**config.mk**
```make
export PLATFORM = sky130hd
export DESIGN_NAME = vpifo_task_dispatch
export DESIGN_NICKNAME = d
export VERILOG_FILES = /design/src/rtl/vpifo_pkg.sv /design/src/rtl/vpifo_rr_arbiter.sv /design/src/rtl/vpifo_task_dispatch.sv
export SDC_FILE = /design/constraint.sdc
export NUM_CORES = 1
export LEC_CHECK = 0
export CAP_MARGIN = 20
export CORE_UTILIZATION = 50
export DETAILED_ROUTE_END_ITERATION = 6
export PLACE_DENSITY = 0.9
export SLEW_MARGIN = 20
export SYNTH_ARGS = -nofsm -noshare
export SYNTH_HDL_FRONTEND = slang
export SYNTH_SLANG_ARGS = --single-unit
```
**constraint.sdc**
```tcl
create_clock -name i_clk -period 8.7 [get_ports i_clk]
set_input_delay 1.74 -clock i_clk [delete_from_list [all_inputs] [get_ports i_clk]]
set_output_delay 1.74 -clock i_clk [all_outputs]
set_load 0.05 [all_outputs]
```
**src/rtl/vpifo_pkg.sv**
```systemverilog
// Shared helpers for the vPIFO task dispatcher: tree-to-slot mapping and task width.
package vpifo_pkg;

    typedef enum logic {
        CMD_POP  = 1'b0,
        CMD_PUSH = 1'b1
    } cmd_e;

    // Root slot of a tree on the RPU ring.
    function automatic int unsigned slot_of(input int unsigned tree_id, input int unsigned level);
        return tree_id % level;
    endfunction

    function automatic int unsigned task_width(input int unsigned tree_num,
                                               input int unsigned ptw,
                                               input int unsigned mtw);
        return 1 + $clog2(tree_num) + ptw + mtw;
    endfunction

endpackage

```
**src/rtl/vpifo_rr_arbiter.sv**
```systemverilog
// Combinational round-robin arbiter: the first request at or after the pointer wins.
module vpifo_rr_arbiter #(
    parameter  int N  = 4,
    localparam int PW = $clog2(N)
) (
    input  logic [N-1:0]  i_req,
    input  logic [PW-1:0] i_ptr,
    output logic [N-1:0]  o_gnt
);

    logic          found;
    logic [PW-1:0] idx;

    // N is a power of two, so the index wraps by truncation.
    always_comb begin
        o_gnt = '0;
        found = 1'b0;
        idx   = '0;
        for (int i = 0; i < N; i++) begin
            idx = i_ptr + PW'(i);
            if (!found && i_req[idx]) begin
                o_gnt[idx] = 1'b1;
                found      = 1'b1;
            end
        end
    end

endmodule

```
**src/rtl/vpifo_task_dispatch.sv**
```systemverilog
// Ingress dispatcher: maps TaskFIFO heads to ring slots, arbitrates per slot,
// enforces per-tree cooldown and issues registered push/pop commands.
module vpifo_task_dispatch
    import vpifo_pkg::*;
#(
    parameter  int PTW      = 16,
    parameter  int MTW      = 0,
    parameter  int LEVEL    = 4,
    parameter  int TREE_NUM = 4,
    parameter  int COOLDOWN = 8,
    localparam int TNB      = $clog2(TREE_NUM),
    localparam int TW       = task_width(TREE_NUM, PTW, MTW),
    localparam int DW       = PTW + MTW,
    localparam int CDW      = $clog2(COOLDOWN + 1),
    localparam int LW       = $clog2(LEVEL)
) (
    input  logic              i_clk,
    input  logic              i_arst_n,
    input  logic [TW-1:0]     i_task_data     [0:LEVEL-1],
    input  logic [LEVEL-1:0]  i_task_empty,
    output logic [LEVEL-1:0]  o_task_pop,
    input  logic [LEVEL-1:0]  i_slot_busy,
    output logic [LEVEL-1:0]  o_rpu_push,
    output logic [LEVEL-1:0]  o_rpu_pop,
    output logic [TNB-1:0]    o_rpu_tree_id   [0:LEVEL-1],
    output logic [DW-1:0]     o_rpu_push_data [0:LEVEL-1],
    output logic [15:0]       o_stall_cnt
);

    logic [TNB-1:0]               tree [LEVEL];
    logic [LW-1:0]                slot [LEVEL];
    logic [LEVEL-1:0]             elig;
    logic [LEVEL-1:0][LEVEL-1:0]  req;
    logic [LEVEL-1:0][LEVEL-1:0]  gnt;
    logic [LEVEL-1:0]             task_pop;
    logic                         stall_inc;

    logic [LW-1:0]    rr_q   [LEVEL];
    logic [LW-1:0]    rr_d   [LEVEL];
    logic [CDW-1:0]   cd_q   [TREE_NUM];
    logic [CDW-1:0]   cd_d   [TREE_NUM];
    logic [LEVEL-1:0] push_q, push_d;
    logic [LEVEL-1:0] pop_q, pop_d;
    logic [TNB-1:0]   tid_q  [LEVEL];
    logic [TNB-1:0]   tid_d  [LEVEL];
    logic [DW-1:0]    data_q [LEVEL];
    logic [DW-1:0]    data_d [LEVEL];
    logic [15:0]      stall_q, stall_d;

    // Counter is loaded with COOLDOWN on grant; a value of 1 is its last
    // blocking cycle expiring, so the tree is eligible COOLDOWN cycles after grant.
    always_comb begin
        elig = '0;
        req  = '0;
        for (int f = 0; f < LEVEL; f++) begin
            tree[f] = i_task_data[f][TW-2 -: TNB];
            slot[f] = LW'(slot_of(32'(tree[f]), LEVEL));
            elig[f] = !i_task_empty[f] && !i_slot_busy[slot[f]] && (cd_q[tree[f]] <= CDW'(1));
        end
        for (int s = 0; s < LEVEL; s++) begin
            for (int f = 0; f < LEVEL; f++) begin
                req[s][f] = elig[f] && (slot[f] == LW'(s));
            end
        end
    end

    for (genvar s = 0; s < LEVEL; s++) begin : g_slot
        vpifo_rr_arbiter #(.N(LEVEL)) u_arb (
            .i_req (req[s]),
            .i_ptr (rr_q[s]),
            .o_gnt (gnt[s])
        );
    end

    always_comb begin
        task_pop = '0;
        push_d   = '0;
        pop_d    = '0;
        rr_d     = rr_q;
        for (int s = 0; s < LEVEL; s++) begin
            tid_d[s]  = '0;
            data_d[s] = '1;
        end
        for (int t = 0; t < TREE_NUM; t++) begin
            cd_d[t] = (cd_q[t] != '0) ? cd_q[t] - CDW'(1) : '0;
        end
        for (int s = 0; s < LEVEL; s++) begin
            for (int f = 0; f < LEVEL; f++) begin
                if (gnt[s][f]) begin
                    task_pop[f]   = 1'b1;
                    rr_d[s]       = LW'(f + 1);
                    push_d[s]     = (i_task_data[f][TW-1] == CMD_PUSH);
                    pop_d[s]      = (i_task_data[f][TW-1] == CMD_POP);
                    tid_d[s]      = tree[f];
                    data_d[s]     = push_d[s] ? i_task_data[f][DW-1:0] : '1;
                    cd_d[tree[f]] = CDW'(COOLDOWN);
                end
            end
        end
        stall_inc = |(~i_task_empty & ~task_pop);
        stall_d   = (stall_inc && stall_q != 16'hFFFF) ? stall_q + 16'd1 : stall_q;
    end

    always_ff @(posedge i_clk or negedge i_arst_n) begin
        if (!i_arst_n) begin
            push_q  <= '0;
            pop_q   <= '0;
            stall_q <= '0;
            for (int s = 0; s < LEVEL; s++) begin
                rr_q[s]   <= '0;
                tid_q[s]  <= '0;
                data_q[s] <= '1;
            end
            for (int t = 0; t < TREE_NUM; t++) begin
                cd_q[t] <= '0;
            end
        end else begin
            push_q  <= push_d;
            pop_q   <= pop_d;
            stall_q <= stall_d;
            rr_q    <= rr_d;
            tid_q   <= tid_d;
            data_q  <= data_d;
            cd_q    <= cd_d;
        end
    end

    // Pop strobe is combinational, so gate it directly with reset.
    assign o_task_pop      = task_pop & {LEVEL{i_arst_n}};
    assign o_rpu_push      = push_q;
    assign o_rpu_pop       = pop_q;
    assign o_rpu_tree_id   = tid_q;
    assign o_rpu_push_data = data_q;
    assign o_stall_cnt     = stall_q;

endmodule

```
After elaboration in Yosys (flattened, before gate mapping)
Index checks and enable logic that the tools add are counted.
- add/subtract/negate cells: 17
- multipliers: 0
- div/mod/pow operators: 0
- $lt $le $gt $ge: 48
- equality and inequality tests: 13
- shift-type cells: 0
- mux-type cells: 240
- bitwise gates (word level): 60
- reduce and logical (&&, ||, !) cells: 90
- operators by type and width (cell ; number):
    16-bit two-way mux ; 36
    12-bit AND ; 16
    4-bit two-way mux ; 32
    4-bit bitwise OR ; 28
    1-bit two-way mux ; 96
    2-bit two-way mux ; 32
    2-bit by 3-bit < comparator with 1-bit output (second input constant) ; 20
    1-bit logical AND ; 57
    12-bit inverter ; 4
    1-bit binary-select mux with 2-bit select ; 20
    4-bit binary-select mux with 2-bit select ; 4
    1-bit demux with 2-bit select ; 16
    4-bit demux with 2-bit select ; 4
    2-bit by 1-bit >= comparator with 1-bit output (second input constant) ; 16
    4-bit nonzero test ; 8
    1-bit zero test ; 20
    16-bit by 1-bit adder with 16-bit output (second input constant) ; 1
    2-bit adder (second input constant) ; 8
    2-bit == test (second input constant) ; 8
    4-bit by 1-bit less-or-equal comparator with 1-bit output (second input constant) ; 4
    16-bit != test (second input constant) ; 1
    4-bit by 1-bit subtractor with 4-bit output (second input constant) ; 4
    3-bit >= comparator (second input constant) ; 4
    3-bit by 1-bit < comparator with 1-bit output (second input constant) ; 4
    other kinds (8) ; 25
- register bits after elaboration: 120
- latch bits: 0
- RAM bits: 0
- memory bits (read-only): 0
- output and inout bits: 100
- word-level logic and storage cells: 487
- memories: 0

Longest topological paths before layout
- depth after elaboration: 50
- gate-level depth with buffers: 15
- mapped depth without buffers: 12

Cells and area by module
Synthesis repeated with hierarchy kept, for this count alone.
- cells, all modules: 883
- area total of the unflattened synthesis: 8165.3 µm²
- modules (own cells, without submodules) (module ; instances ; cells an instance ; area each (µm²)):
    vpifo_task_dispatch ; 1 ; 757 ; 6919.1
    vpifo_rr_arbiter (g_slot[0].u_arb ...) ; 3 ; 30 ; 302.8
    vpifo_rr_arbiter (g_slot[3].u_arb) ; 1 ; 36 ; 337.8

Least setup slack after synthesis
OpenSTA, ideal clock, no wires.
- path type: in2out
- from: input i_task_data[73] in the netlist's numbering
- to: output o_task_pop[3]
- data arrival time: 4.305 ns
- slack: 2.655 ns
- stages: 9
- buffers on the path: 2
- path through: buf_2 > nor4b_1 > nor3_1 > or2_1 > clkbuf_1 > a221o_1 > a31oi_1 > nor4_4 > nor2b_1
- longest elaborated chain between the ends: 24
- elaborated cells between the ends (all ways): 119
- RTL lines (element ; line ; text):
    from (decl) ; vpifo_task_dispatch.sv:19 ; input logic [TW-1:0] i_task_data [0:LEVEL-1],
    2-bit inverter with 3-bit output (implied by the code) ; vpifo_task_dispatch.sv:58 ; elig[f] = !i_task_empty[f] && !i_slot_busy[slot[f]] && (cd_q[tree[f]] <= CDW'(1));
    4-bit binary-select mux with 2-bit select ; vpifo_task_dispatch.sv:58 ;
    4-bit two-way mux (implied by the code) (2 in series) ; vpifo_task_dispatch.sv:58 ;
    4-bit by 1-bit less-or-equal comparator with 1-bit output ; vpifo_task_dispatch.sv:58 ;
    1-bit logical AND ; vpifo_task_dispatch.sv:58 ;
    1-bit logical AND ; vpifo_task_dispatch.sv:62 ; req[s][f] = elig[f] && (slot[f] == LW'(s));
    1-bit binary-select mux with 2-bit select ; vpifo_rr_arbiter.sv:21 ; if (!found && i_req[idx]) begin
    1-bit two-way mux (implied by the code) ; vpifo_rr_arbiter.sv:21 ;
    [... 5 more ...] ; n/a ;
    1-bit logical AND ; vpifo_rr_arbiter.sv:21 ;
    1-bit two-way mux ; vpifo_rr_arbiter.sv:21 ;
    1-bit zero test ; vpifo_rr_arbiter.sv:21 ;
    1-bit logical AND ; vpifo_rr_arbiter.sv:21 ;
    4-bit two-way mux ; vpifo_rr_arbiter.sv:21 ;
    1-bit two-way mux (3 in series) ; vpifo_task_dispatch.sv:89 ; if (gnt[s][f]) begin
    1-bit two-way mux (*) ; vpifo_task_dispatch.sv:89 ;
    4-bit AND (*) ; vpifo_task_dispatch.sv:129 ; assign o_task_pop = task_pop & {LEVEL{i_arst_n}};
    to (decl) ; vpifo_task_dispatch.sv:21 ; output logic [LEVEL-1:0] o_task_pop,
Mark *: on every way between the ends. The rest lies on a longest branch, timed or not. The select of a mux whose other input is x is not followed.

Worst setup path in the final report
- from: input i_task_data[54] in the netlist's numbering
- to: output o_task_pop[0]
The elaborated chain is that of the path after synthesis.

==> qor.csv <==
metric,value,unit
status,"complete, no violations",
antenna_cells,0,
avgRoutedWirePerCell,21.0,um
endpoint_kind,output pin,
ys.warnings.count,0,
grt_pass1_wl,45600,um
setup_viol_count_final,0,
combPwrFrac,55.4,%
drc,0,
gp_congestion,1.02,
ys_ff_latch,120,
synth.distinct_cells,77,
powerDensity,323,mW/mm^2
cp-start-kind,primary input,
layout_common_cells,"clkdlybuf4s50_1 (184), a211oi_1 (101), nor3_1 (80)",
die_y,136,um
port-buffer-count,185,
rsz0062_at_grt,no,
slew_headroom,35.7,%
slew_violations,0,
core.rowCount,48,
switching_share,47.6,%
area_growth,28.8,%
synth_nets,1134,
routed_via_density,6.63,
final_common_cell,clkdlybuf4s50_1,
synth-edff-count,0,
min_period,7460,ps
cts_buffers,17,
antenna_left,0,
finalCritPeriodShare,85.7,%
synth-async-reset-ratio,100,%
first_global_vias,8660,
hold_viol_final,0,
maxCapViolCount,0,
worst_slew_pin_slew,962,ps
p_switching,1.77,mW
dr.pass1.iters,7,
syn_inst,1015,
final_area,0.0115,sq mm
placed_area,0.0110,sq mm
synth_seq_area_share,34.4,%
coreArea,0.0174,sq mm
finalClockSkew,9.86,ps
clk_latency,430,ps
timing.final.ws_setup,1240,ps
cp_slowest_cell,clkdlybuf4s50_1,
pwr-share-seq,26.3,%
cts_sinks,120,
grt-ovfl-total,0,
grt_max_degree,53,
track_usage,31.8,%
max-vdd-ir-drop,0.220,mV
hpwl,18800,um
cts_resized,0,
finalNetCount,1272,
clk_pin_slew,50,ps
cp.required,6960,ps
cpPeakStageDelay,970,ps
htreeDepth,4,
power_frac_clock,18.3,%
drt-total-wl,29300,um
design.die.area,0.0185,sq mm
die_w,136,um
fmax,134,MHz
p_leak,4.35,nW
utilization,66.2,%
cp_cell_sequence,clkdlybuf4s50_1 > nor3b_1 > a2bb2oi_1 > a2bb2oi_1 > nor2b_1 > a211oi_4 > buf_4 > nand4_1 > and2_1 > clkdlybuf4s50_1,
fin_setup_tns,0,ps
drive_gt1_share,13.4,%
cp_max_fo,23,
clk_root_buffer_cell,clkbuf_16,
routed-via-count,9217,
drt_iter0_drc,1262,
grt_antenna_before_repair,0,
synthesis.area,0.00896,sq mm
p_total,3.72,mW
place_ws,1400,ps
start_util,51.4,%
synth_ff_type,dfstp_2,
clock_path_buffers,2,
cts_tree,built,
cts_setup_buffers,0,
ios,186,
cp_top_family,buffers and inverters,
critPathKind,in2out,
arrival,5720,ps
cts_hold_buf,0,
avgSynthCellArea,8.82,sq um
hp-class,reg2reg,
path_buf_inv,3,
p_int,1.95,mW
-- flip-flops by register name (all words and copies together) (netlist names) --
register,count
o_rpu_push_data,64
cd_q,16
o_stall_cnt,16
o_rpu_tree_id,8
rr_q,8
o_rpu_pop,4
o_rpu_push,4
-- final cells by class --
cell class	count	area [sq um]
Clock buffer	25	495
Clock inverter	7	66.3
Fill cell	1379	5880
Inverter	39	146
Multi-Input combinational cell	768	5450
Sequential cell	120	3080
Tap cell	225	282
Timing Repair Buffer	207	2010
-- path summary, 6_finish.rpt --
path | startpoint | to | slack [ps] | cells after the start
worst min-delay path | o_stall_cnt[14] | o_stall_cnt[14] | 480 | 1
worst max-delay path | i_task_data[54] | o_task_pop[0] | 1240 | 10
worst min register to register | o_stall_cnt[14] | o_stall_cnt[14] | 480 | 1
min in group asynchronous | i_arst_n | rr_q[6] | 1290 | 1
worst max register to register | rr_q[4] | o_stall_cnt[11] | 4210 | 13
max in group asynchronous | i_arst_n | cd_q[15] | 6440 | 2
-- cell usage after synthesis (all sizes together) (4+ instances only) --
library cell | count | area, sq um
mux2 | 10 | 113
a32oi | 18 | 158
inv | 38 | 143
nand2 | 54 | 203
o21ai | 29 | 145
o221ai | 4 | 35.0
buf | 21 | 101
clkbuf | 67 | 251
and3b | 4 | 35.0
nor2 | 48 | 180
a211oi | 105 | 803
a31oi | 5 | 31.3
and3 | 14 | 87.6
nor4 | 10 | 92.6
nand3 | 16 | 80.1
a211o | 8 | 70.1
nand3b | 9 | 67.6
or4bb | 5 | 56.3
mux4 | 4 | 90.1
xnor2 | 11 | 96.3
o211ai | 11 | 82.6
dfstp | 64 | 1680
ha | 33 | 413
nor4bb | 7 | 70.1
o31ai | 5 | 37.5
nand2b | 22 | 138
a21oi | 76 | 380
nor4b | 7 | 67.6
dfrtp | 56 | 1400
or4b | 6 | 60.1
nand4 | 17 | 106
xor2 | 4 | 35.0
and2 | 7 | 43.8
nor2b | 20 | 125
nor3 | 80 | 400
nor3b | 17 | 128
mux2i | 48 | 480
o22ai | 7 | 50.1
-- power by group through the flow --
stage                     Sequential (mW)  Combinational [mW]  Clock [mW]
after global placement              0.977                1.99           0
after global routing                 1.00                2.18       0.713
after CTS                           0.977                2.03       0.687
after detailed placement            0.983                2.01           0
final                               0.979                2.06       0.682
after floorplan                      1.43               0.934           0
-- cells by family after synthesis --
logic type / share of synthesized area [%]
compound gates: 23.5
simple gates: 22.8
fa+ha+maj: 4.61
xor+xnor: 1.47
mux: 7.63
buf+inv: 5.57
flops: 34.4
-- routing by layer --
layer	up-vias	GRT usage, %	wire [um]
met3	130	5.85	3150
met5	-	0	0
li1	4121	-	-
met2	684	50.0	13400
met4	0	16.6	1460
met1	4282	41.5	11300
-- per-stage QoR --
stage | hold WS (ps) | instances
detailed placement | 482 | 1359
floorplan | 455 | 1015
CTS | 489 | 1391
finish | 483 | 1391
global route | 498 | 1391
global placement | 470 | 1359
Note: power is estimated with default switching activity, not from simulation.
